$ cat src/rtl/ex_flag_stage.sv
// rtl/ex_flag_stage.sv - execute stage: 16-bit ALU, carry/zero flag registers, flag bypass, EX/MEM register
module ex_flag_stage #(
   parameter int WIDTH = 16,
   parameter int RW    = 3
) (
   input  logic             clk,
   input  logic             rst,
   input  logic             in_valid,
   input  logic [15:0]      instr,
   input  logic [WIDTH-1:0] op_a,
   input  logic [WIDTH-1:0] op_b,
   input  logic [1:0]       alu_op,
   input  logic             carry_we,
   input  logic             zero_we,
   input  logic             reg_we,
   input  logic [RW-1:0]    dest,
   input  logic             stall,
   input  logic             flush,
   output logic             carry_fwd,
   output logic             zero_fwd,
   output logic             carry_q,
   output logic             zero_q,
   output logic             out_valid,
   output logic             out_reg_we,
   output logic [WIDTH-1:0] out_result,
   output logic [RW-1:0]    out_dest
);

   localparam logic [1:0] OP_ADD  = 2'b00;
   localparam logic [1:0] OP_NAND = 2'b01;
   localparam logic [1:0] OP_PASS = 2'b10;
   localparam logic [1:0] OP_SUB  = 2'b11;

   logic             is_adl;
   logic [WIDTH-1:0] b_eff;
   logic [WIDTH:0]   sum;
   logic [WIDTH:0]   diff;
   logic [WIDTH-1:0] result;
   logic             new_carry;
   logic             new_zero;
   logic             live;
   logic             bypass_ok;

   logic             carry_d;
   logic             zero_d;
   logic             out_valid_d, out_valid_q;
   logic             out_reg_we_d, out_reg_we_q;
   logic [WIDTH-1:0] out_result_d, out_result_q;
   logic [RW-1:0]    out_dest_d, out_dest_q;

   // Only the opcode and the ADL function bits of the instruction matter here.
   logic             unused_instr_bits;
   assign unused_instr_bits = ^instr[11:2];

   // ALU datapath: effective B (ADL shifts B left by one), result and new flags.
   always_comb begin
      is_adl    = (instr[15:12] == 4'b0001) && (instr[1:0] == 2'b11);
      b_eff     = is_adl ? {op_b[WIDTH-2:0], 1'b0} : op_b;
      sum       = {1'b0, op_a} + {1'b0, b_eff};
      diff      = {1'b0, op_a} - {1'b0, b_eff};
      result    = '0;
      new_carry = 1'b0;
      case (alu_op)
         OP_ADD: begin
            result    = sum[WIDTH-1:0];
            new_carry = sum[WIDTH];
         end
         OP_NAND: begin
            result    = ~(op_a & b_eff);
            new_carry = 1'b0;
         end
         OP_PASS: begin
            result    = op_b;
            new_carry = 1'b0;
         end
         OP_SUB: begin
            result    = diff[WIDTH-1:0];
            new_carry = diff[WIDTH];
         end
         default: begin
            result    = '0;
            new_carry = 1'b0;
         end
      endcase
      new_zero = (result == '0);
   end

   // Stall does not gate the bypass: a stalled consumer in ID re-reads every cycle.
   assign live      = in_valid & ~stall & ~flush;
   assign bypass_ok = in_valid & ~flush;
   assign carry_fwd = (bypass_ok & carry_we) ? new_carry : carry_q;
   assign zero_fwd  = (bypass_ok & zero_we)  ? new_zero  : zero_q;

   // Next-state for flags and the EX/MEM register; stall holds everything.
   always_comb begin
      carry_d      = carry_q;
      zero_d       = zero_q;
      out_valid_d  = out_valid_q;
      out_reg_we_d = out_reg_we_q;
      out_result_d = out_result_q;
      out_dest_d   = out_dest_q;
      if (live && carry_we) carry_d = new_carry;
      if (live && zero_we)  zero_d  = new_zero;
      if (!stall) begin
         if (flush || !in_valid) begin
            out_valid_d  = 1'b0;
            out_reg_we_d = 1'b0;
         end else begin
            out_valid_d  = 1'b1;
            out_reg_we_d = reg_we;
            out_result_d = result;
            out_dest_d   = dest;
         end
      end
   end

   // State registers, cleared immediately by reset.
   always_ff @(posedge clk or posedge rst) begin
      if (rst) begin
         carry_q      <= 1'b0;
         zero_q       <= 1'b0;
         out_valid_q  <= 1'b0;
         out_reg_we_q <= 1'b0;
         out_result_q <= '0;
         out_dest_q   <= '0;
      end else begin
         carry_q      <= carry_d;
         zero_q       <= zero_d;
         out_valid_q  <= out_valid_d;
         out_reg_we_q <= out_reg_we_d;
         out_result_q <= out_result_d;
         out_dest_q   <= out_dest_d;
      end
   end

   assign out_valid  = out_valid_q;
   assign out_reg_we = out_reg_we_q;
   assign out_result = out_result_q;
   assign out_dest   = out_dest_q;

endmodule
$ cat config.mk
export PLATFORM = sky130hd
export DESIGN_NAME = ex_flag_stage
export DESIGN_NICKNAME = d
export VERILOG_FILES = /design/src/rtl/ex_flag_stage.sv
export SDC_FILE = /design/constraint.sdc
export NUM_CORES = 1
export LEC_CHECK = 0
export BUFFER_PORTS_ARGS = -buffer_cell sky130_fd_sc_hd__buf_2
export CAP_MARGIN = 20
export CORE_MARGIN = 2
export CORE_UTILIZATION = 50
export DETAILED_ROUTE_END_ITERATION = 7
export PLACE_DENSITY = 0.76
export REMOVE_ABC_BUFFERS = 1
export SYNTH_ARGS = -nofsm -noshare
export SYNTH_HDL_FRONTEND = slang
export SYNTH_SLANG_ARGS = --single-unit
$ cat constraint.sdc
create_clock -name clk -period 6.7 [get_ports clk]
set_input_delay 1.34 -clock clk [delete_from_list [all_inputs] [get_ports clk]]
set_output_delay 1.34 -clock clk [all_outputs]
set_load 0.01 [all_outputs]
==> summary.txt, run 1 <==
Status
  – Status: complete, no violations

GRT
  – Vias in the first global route: approximately 3,300
  – Overflow after GRT: 0
  – Initial antenna violation count: 0
  – Pin count of the biggest net entering global routing: 26
  – First-pass GRT wire length: 15.2 mm
  – Overall Global Routing Usage: 24.4%

Placed design
  – Port-buffer cells: 75
  – Area after DPL: 0.00376 sq mm
  – Pre-CTS WS: 0.362 ns
  – GPL Wtd Cong: 0.938
  – HPWL after detailed placement: 7.20 mm

Worst setup path
  – Crit-path cells: buf_2 -> nor4b_1 -> nand3_1 -> buf_4 -> a21o_1 -> ha_1 -> nor2b_2 -> or4_1 -> o211a_1 -> o21a_1 -> a31oi_1 -> o221ai_1 -> nor3_1 -> nand2_1 -> o21ai_0 -> buf_2
  – Critical path buffers and inverters: 3
  – Setup crit end kind: primary output
  – Slowest cell on crit path: ha_1
  – CP Data Arrival Time: roughly 5.0 ns
  – CP top delay family: simple AND/OR/NAND/NOR gates
  – Most used cell along the critical path: buf_2
  – CP peak stage delay: 0.50 ns
  – Critical Path RT: 5.36 ns
  – Crit path max fanout: 20
  – CP startpoint kind: input port
  – WS Path Type: in2out

Timing
  – Worst setup margin: 0.330 ns
  – Crit path time final: 6.37 ns
  – Crit share post-route: 95.1%
  – Pins Over Slew Limit: 0
  – Highest clock rate: 157 MHz
  – RSZ-0062 raised after global routing: false
  – # setup viols final: 0
  – Fin Setup TNS: 0 ns
  – Worst Tran Pin Value: 0.866 ns
  – Worst relative slew slack: 42.3%
  – Worst hold slack: around 0.47 ns
  – Final Skew: 0 ns
  – Final hold vios: 0

Clock tree
  – Clock root cell: clkbuf_8
  – Clock Sinks: 23
  – Post-CTS Hold Fix Bufs: 0
  – Max clock buf depth: 2
  – CTS Buf Count: 3
  – Clk pin slew, worst setup/hold paths: approximately 0.08 ns
  – Worst-Skew Late Latency: 0.25 ns
  – CTS tree: done
  – H-tree depth: 1

Synth
  – Post-Syn Area per Cell: 7.68 sq um
  – Cell count after synthesis: 445
  – Synth top area cells: dfrtp_1 17%, ha_1 12%, nand2_1 6.0%, inv_1 4.7%, o21ai_0 4.5%
  – Ys flop type: dfrtp_1
  – Yosys Warn Count: 0
  – Synthesized area: 0.00342 sq mm
  – Fraction of registers with async set/reset: 100%
  – Seq/Total Area, Yosys: 16.8%
  – Largest area contributor in the netlist: dfrtp_1
  – EDFF count, synth: 0
  – Synth top area share: 16.8%
  – Unique masters post-synth: 76
  – Post-synthesis register bit count: 23

Drt
  – 1st-pass router iterations: 5
  – WL final: 8.99 mm
  – Wirelength per Cell: 15.4 um
  – DRT iter0 DRCs: 264
  – # DRC: 0
  – Routed Antenna Nets: 0
  – DR vias: 3,531
  – Vias per cell: ~6.1

Finish
  – Total Nets Final: 600
  – Commonest cells after routing, fill and taps aside: 75 x buf_2, 55 x nand2_1, 43 x inv_1, 33 x ha_1
  – Ant diodes: 0
  – Area grow syn2layout: 11.5%
  – Design Area, Final: 0.00381 sq mm
  – Share of cells above drive strength 1: 23.3%
  – Most common cell after layout, fill and taps aside: buf_2

Power and ir drop
  – Internal: 0.000336 W
  – Logic pwr share: between 50% and 60%
  – Sequential share of power: 30.8%
  – Cell leakage power: 1.91 nW
  – Psw: 0.000237 W
  – Clock power share: 14.2%
  – VDD IR max: 0.0000761 V
  – P per Cell Area: approximately 150 mW/mm^2
  – Switch share: 41.3%

Floorplan
  – Full die area: 0.00751 sq mm
  – Initial Utilization: 50.8%
  – Die W: 86.7 um
  – Std-Cell Rows: 30
  – IO Count: 86
  – Die H: 86.7 um
  – Total core area: 0.00672 sq mm

Job
  – Max-cap viol count: 0

Hold path
  – Hold WC Path Type: reg2reg
synthesized netlist by cell type, types with 6 or more instances:
library cell,instances
nor2_1,31
o21ai_0,31
mux2_2,10
xnor2_1,8
nand2_1,55
o211ai_1,11
ha_1,34
o31ai_1,6
a21o_1,15
inv_1,43
a31oi_1,13
a21oi_1,21
dfrtp_1,23
clkbuf_1,10
registers in the layout, indices dropped and copies added, names as in the netlist:
name / flops
out_reg_we: 1
zero_q: 1
out_result: 16
carry_q: 1
out_dest: 3
out_valid: 1
what timing repair did:
action | in CTS | in global routing
gates resized for setup | 0 | 2
setup endpoints to repair | 0 | 2
setup buffers | 0 | 0
worst paths after layout:
kind,depth (start not counted),slack (ns),from,to
setup reg to reg,1,6.00,out_reg_we,out_reg_we
setup / recovery,16,0.33,instr[13],zero_fwd
max in group asynchronous,2,4.97,rst,out_result[13]
min in group asynchronous,2,1.23,rst,out_result[4]
hold / removal,2,0.47,out_result[2],out_result[2]
hold reg to reg,2,0.47,out_result[2],out_result[2]
final cells by class:
type                    instances  area [sq um]
clock buffers                   3          41.3
clock inverters                 1          5.00
fillers                       651          2910
inverters                      47           176
multi-input cells             351          2520
flip-flops and latches         23           576
well taps                      80           100
repair buffers                 77           390
per-stage QoR:
step           power, W  std cells  util [%]
3_3_place_gp   0.000481        578      55.9
6_report       0.000573        582      56.7
4_1_cts        0.000571        582      56.6
3_5_place_dp   0.000489        578      55.9
2_1_floorplan  0.000390        421         -
5_1_grt        0.000621        582      56.7
cells by family after synthesis:
logic type,share of synthesized area [%]
fa+ha+maj,13.6
simple gates,19.3
compound gates,30.3
mux,7.14
xor+xnor,3.33
flops,16.8
buf+inv,9.49
power groups by stage:
stage | logic [W] | clock network, W | registers (W)
final | 0.000315 | 0.0000816 | 0.000177
after global routing | 0.000351 | 0.0000907 | 0.000179
after CTS | 0.000310 | 0.0000838 | 0.000177
after detailed placement | 0.000309 | 0 | 0.000180
after global placement | 0.000302 | 0 | 0.000179
after floorplan | 0.000197 | 0 | 0.000192
metal layers:
| layer | global-route usage (%) | up-vias | routed length [um] |
|---|---|---|---|
| met2 | 39.0 | 157 | 4130 |
| met4 | 5.97 | 0 | 196 |
| met5 | 0 | - | 0 |
| li1 | - | 1720 | - |
| met1 | 35.9 | 1631 | 4080 |
| met3 | 1.62 | 23 | 584 |
Note: power is estimated with default switching activity, not from simulation.
==> inputs of run 2 (changes only) <==
RECOVER_POWER = 100   (was not set)
==> summary.txt, run 2 (synthesis results as in run 1) <==
Status
  – Status: complete, no violations

Power and ir drop
  – Cell leakage power: 1.83 nW (-4.1%)
  – Sequential share of power: 31.3% (+0.5 points)
  – Switch share: 42.0% (+0.69 points)
  – Internal: 0.000329 W (-2.1%)
  – Clock power share: 14.6% (+0.4 points)
  – VDD IR max: 0.0000771 V (+1.4%)
  – Logic pwr share: 54.1% (-0.8 points)
  – P per Cell Area: 150 mW/mm^2 (-0.13%)
  – Psw: 0.000239 W (+0.67%)

Worst setup path
  – WS Path Type: in2out
  – Setup crit end kind: primary output
  – Reg-to-reg setup timing slack: 5.98 ns (-0.02 ns)
  – CP startpoint: instr[13]
  – Crit path max fanout: 20 (unchanged)
  – Reg-to-reg startpoint: carry_q
  – R2r worst-path depth: 2 (+1)
  – FF-to-FF End: carry_q
  – Critical Path RT: 5.36 ns (about the same)
  – CP Data Arrival Time: 5.03 ns (about the same)
  – CP startpoint kind: input port

Timing
  – RSZ-0062 raised after global routing: false
  – Fin Setup TNS: 0 ns (unchanged)
  – Pins Over Slew Limit: 0 (unchanged)
  – Worst relative slew slack: 42.3% (about the same)
  – Highest clock rate: 157 MHz (about the same)
  – Worst Tran Pin Value: 0.866 ns (+0.0000513 ns)
  – Crit share post-route: 95.1% (about the same)
  – Final Skew: 0 ns (unchanged)
  – Crit path time final: 6.37 ns (+0.00336 ns)
  – Final hold vios: 0 (unchanged)
  – # setup viols final: 0 (unchanged)

Finish
  – Filler cell count in the final layout: 674 (+3.5%)
  – Max reg flops: 16 (unchanged)
  – Total Nets Final: 600 (unchanged)
  – Area grow syn2layout: 10.5%
  – Most common cell after layout, fill and taps aside: nand2_1
  – Layout Utilization: 56.2% (-0.48 points)
  – Commonest cells after routing, fill and taps aside: 55 x nand2_1, 50 x buf_2, 43 x inv_1, 33 x ha_1, 32 x o21ai_0
  – Share of cells above drive strength 1: 18.5% (-4.8 points)
  – Ant diodes: 0 (unchanged)
  – Design Area, Final: 0.00378 sq mm (-0.85%)

Clock tree
  – CTS tree: done
  – Clock Sinks: 23 (unchanged)
  – Clock root cell: clkbuf_8
  – Worst-Skew Late Latency: 0.26 ns (about the same)
  – CTS Buf Count: 3 (unchanged)
  – H-tree depth: 1 (unchanged)
  – Clk pin slew, worst setup/hold paths: 0.08 ns (about the same)
  – Max clock buf depth: 2 (unchanged)

GRT
  – First-pass GRT wire length: 15.2 mm (unchanged)
  – Pin count of the biggest net entering global routing: 26 (unchanged)
  – Overflow after GRT: 0 (unchanged)
  – Initial antenna violation count: 0 (unchanged)
  – Vias in the first global route: 3,285 (unchanged)
  – Overall Global Routing Usage: 24.4% (unchanged)

Hold path
  – Worst Hold Launch: out_result[2]
  – Hold EP: out_result[2]
  – Hold Path Depth: 2 (unchanged)
  – Hold WC Path Type: reg2reg

Floorplan
  – IO Count: 86 (unchanged)
  – Full die area: 0.00751 sq mm (unchanged)
  – Die W: 86.7 um (unchanged)
  – Std-Cell Rows: 30 (unchanged)
  – Initial Utilization: 50.8% (unchanged)
  – Total core area: 0.00672 sq mm (unchanged)
  – Die H: 86.7 um (unchanged)

Drt
  – Vias per cell: 6.02 (-0.79%)
  – Wirelength per Cell: 15.5 um (+0.48%)
  – DRT iter0 DRCs: 261 (-1.1%)
  – # DRC: 0 (unchanged)
  – Routed Antenna Nets: 0 (unchanged)
  – 1st-pass router iterations: 5 (unchanged)
  – WL final: 9.03 mm (+0.48%)
  – DR vias: 3,503 (-0.79%)

Placed design
  – GPL Wtd Cong: 0.938 (unchanged)
  – Area after DPL: 0.00376 sq mm (unchanged)
  – HPWL after detailed placement: 7.20 mm (unchanged)
  – Port-buffer cells: 75 (unchanged)

Job
  – Max-cap viol count: 0 (unchanged)
[run 2: changes by cell type in the layout (fill, tap and decap cells not counted)]
| cell | delta |
|---|---|
| clkbuf_2 | +2 |
| buf_4 | -1 |
| o21ai_1 | -1 |
| o21ai_0 | +1 |
| buf_2 | -25 |
| clkbuf_1 | +24 |
[run 2: timing repair]
item                                    in CTS  in global routing
buffers inserted                             0                  0
gates resized for setup                      0                  2
endpoints found under the setup margin       0                  2
hold buffers                                 0                  0
[run 2: area by class of cell]
cell class | count | area, sq um | share of cell area [%]
Multi-Input combinational cell | 351 | 2520 | 66.7
Sequential cell | 23 | 576 | 15.2
Timing Repair Buffer | 77 | 358 | 9.48
Inverter | 47 | 176 | 4.67
Tap cell | 80 | 100 | 2.65
Clock buffer | 3 | 41.3 | 1.09
Clock inverter | 1 | 5.00 | 0.133
[run 2: per-stage QoR]
step                      total power (W)  cells  setup slack (ns)  hold slack, ns
after floorplan                  0.000390    421             0.577           0.512
after global placement           0.000481    578             0.435           0.452
after detailed placement         0.000489    578             0.362           0.462
after CTS                        0.000571    582             0.336           0.480
after global routing             0.000615    582            0.0186           0.498
final                            0.000567    582             0.327           0.482
[run 2: power by group through the flow]
| stage | Sequential (W) | Clock, W | Combinational (W) |
|---|---|---|---|
| 6_report | 0.000178 | 0.0000826 | 0.000307 |
| 5_1_grt | 0.000181 | 0.0000907 | 0.000343 |
| 4_1_cts | 0.000177 | 0.0000838 | 0.000310 |
| 3_5_place_dp | 0.000180 | 0 | 0.000309 |
| 3_3_place_gp | 0.000179 | 0 | 0.000302 |
| 2_1_floorplan | 0.000192 | 0 | 0.000197 |
[run 2: routing by layer]
metal / global-route usage (%) / vias to the layer above / part of all wire (%)
li1: - / 1721 / -
met1: 35.9 / 1609 / 45
met2: 39.0 / 150 / 46
met3: 1.62 / 23 / 7.2
met4: 5.97 / 0 / 2.0
met5: 0 / - / 0
[run 2: how the worst max path moves through the flow]
stage | endpoint | slack, ns | cells past startpoint
after floorplan | zero_fwd | 0.58 | 13
after global placement | zero_fwd | 0.43 | 16
after detailed placement | zero_fwd | 0.36 | 16
after CTS | zero_fwd | 0.34 | 16
after global routing | zero_fwd | 0.02 | 16
final | carry_fwd | 0.33 | 16
[run 2: critical path, stage by stage]
cell and delay (ns):
buf_2 0.10, nor4b_1 0.42, nand3_1 0.13, buf_4 0.23, a21o_1 0.21, ha_1 0.50, nor2b_2 0.15, or4_1 0.46
o211a_1 0.27, o21bai_1 0.19, o21ai_0 0.10, a21oi_1 0.28, o2111ai_1 0.16, o311a_1 0.19, a31oi_1 0.17, clkbuf_2 0.15
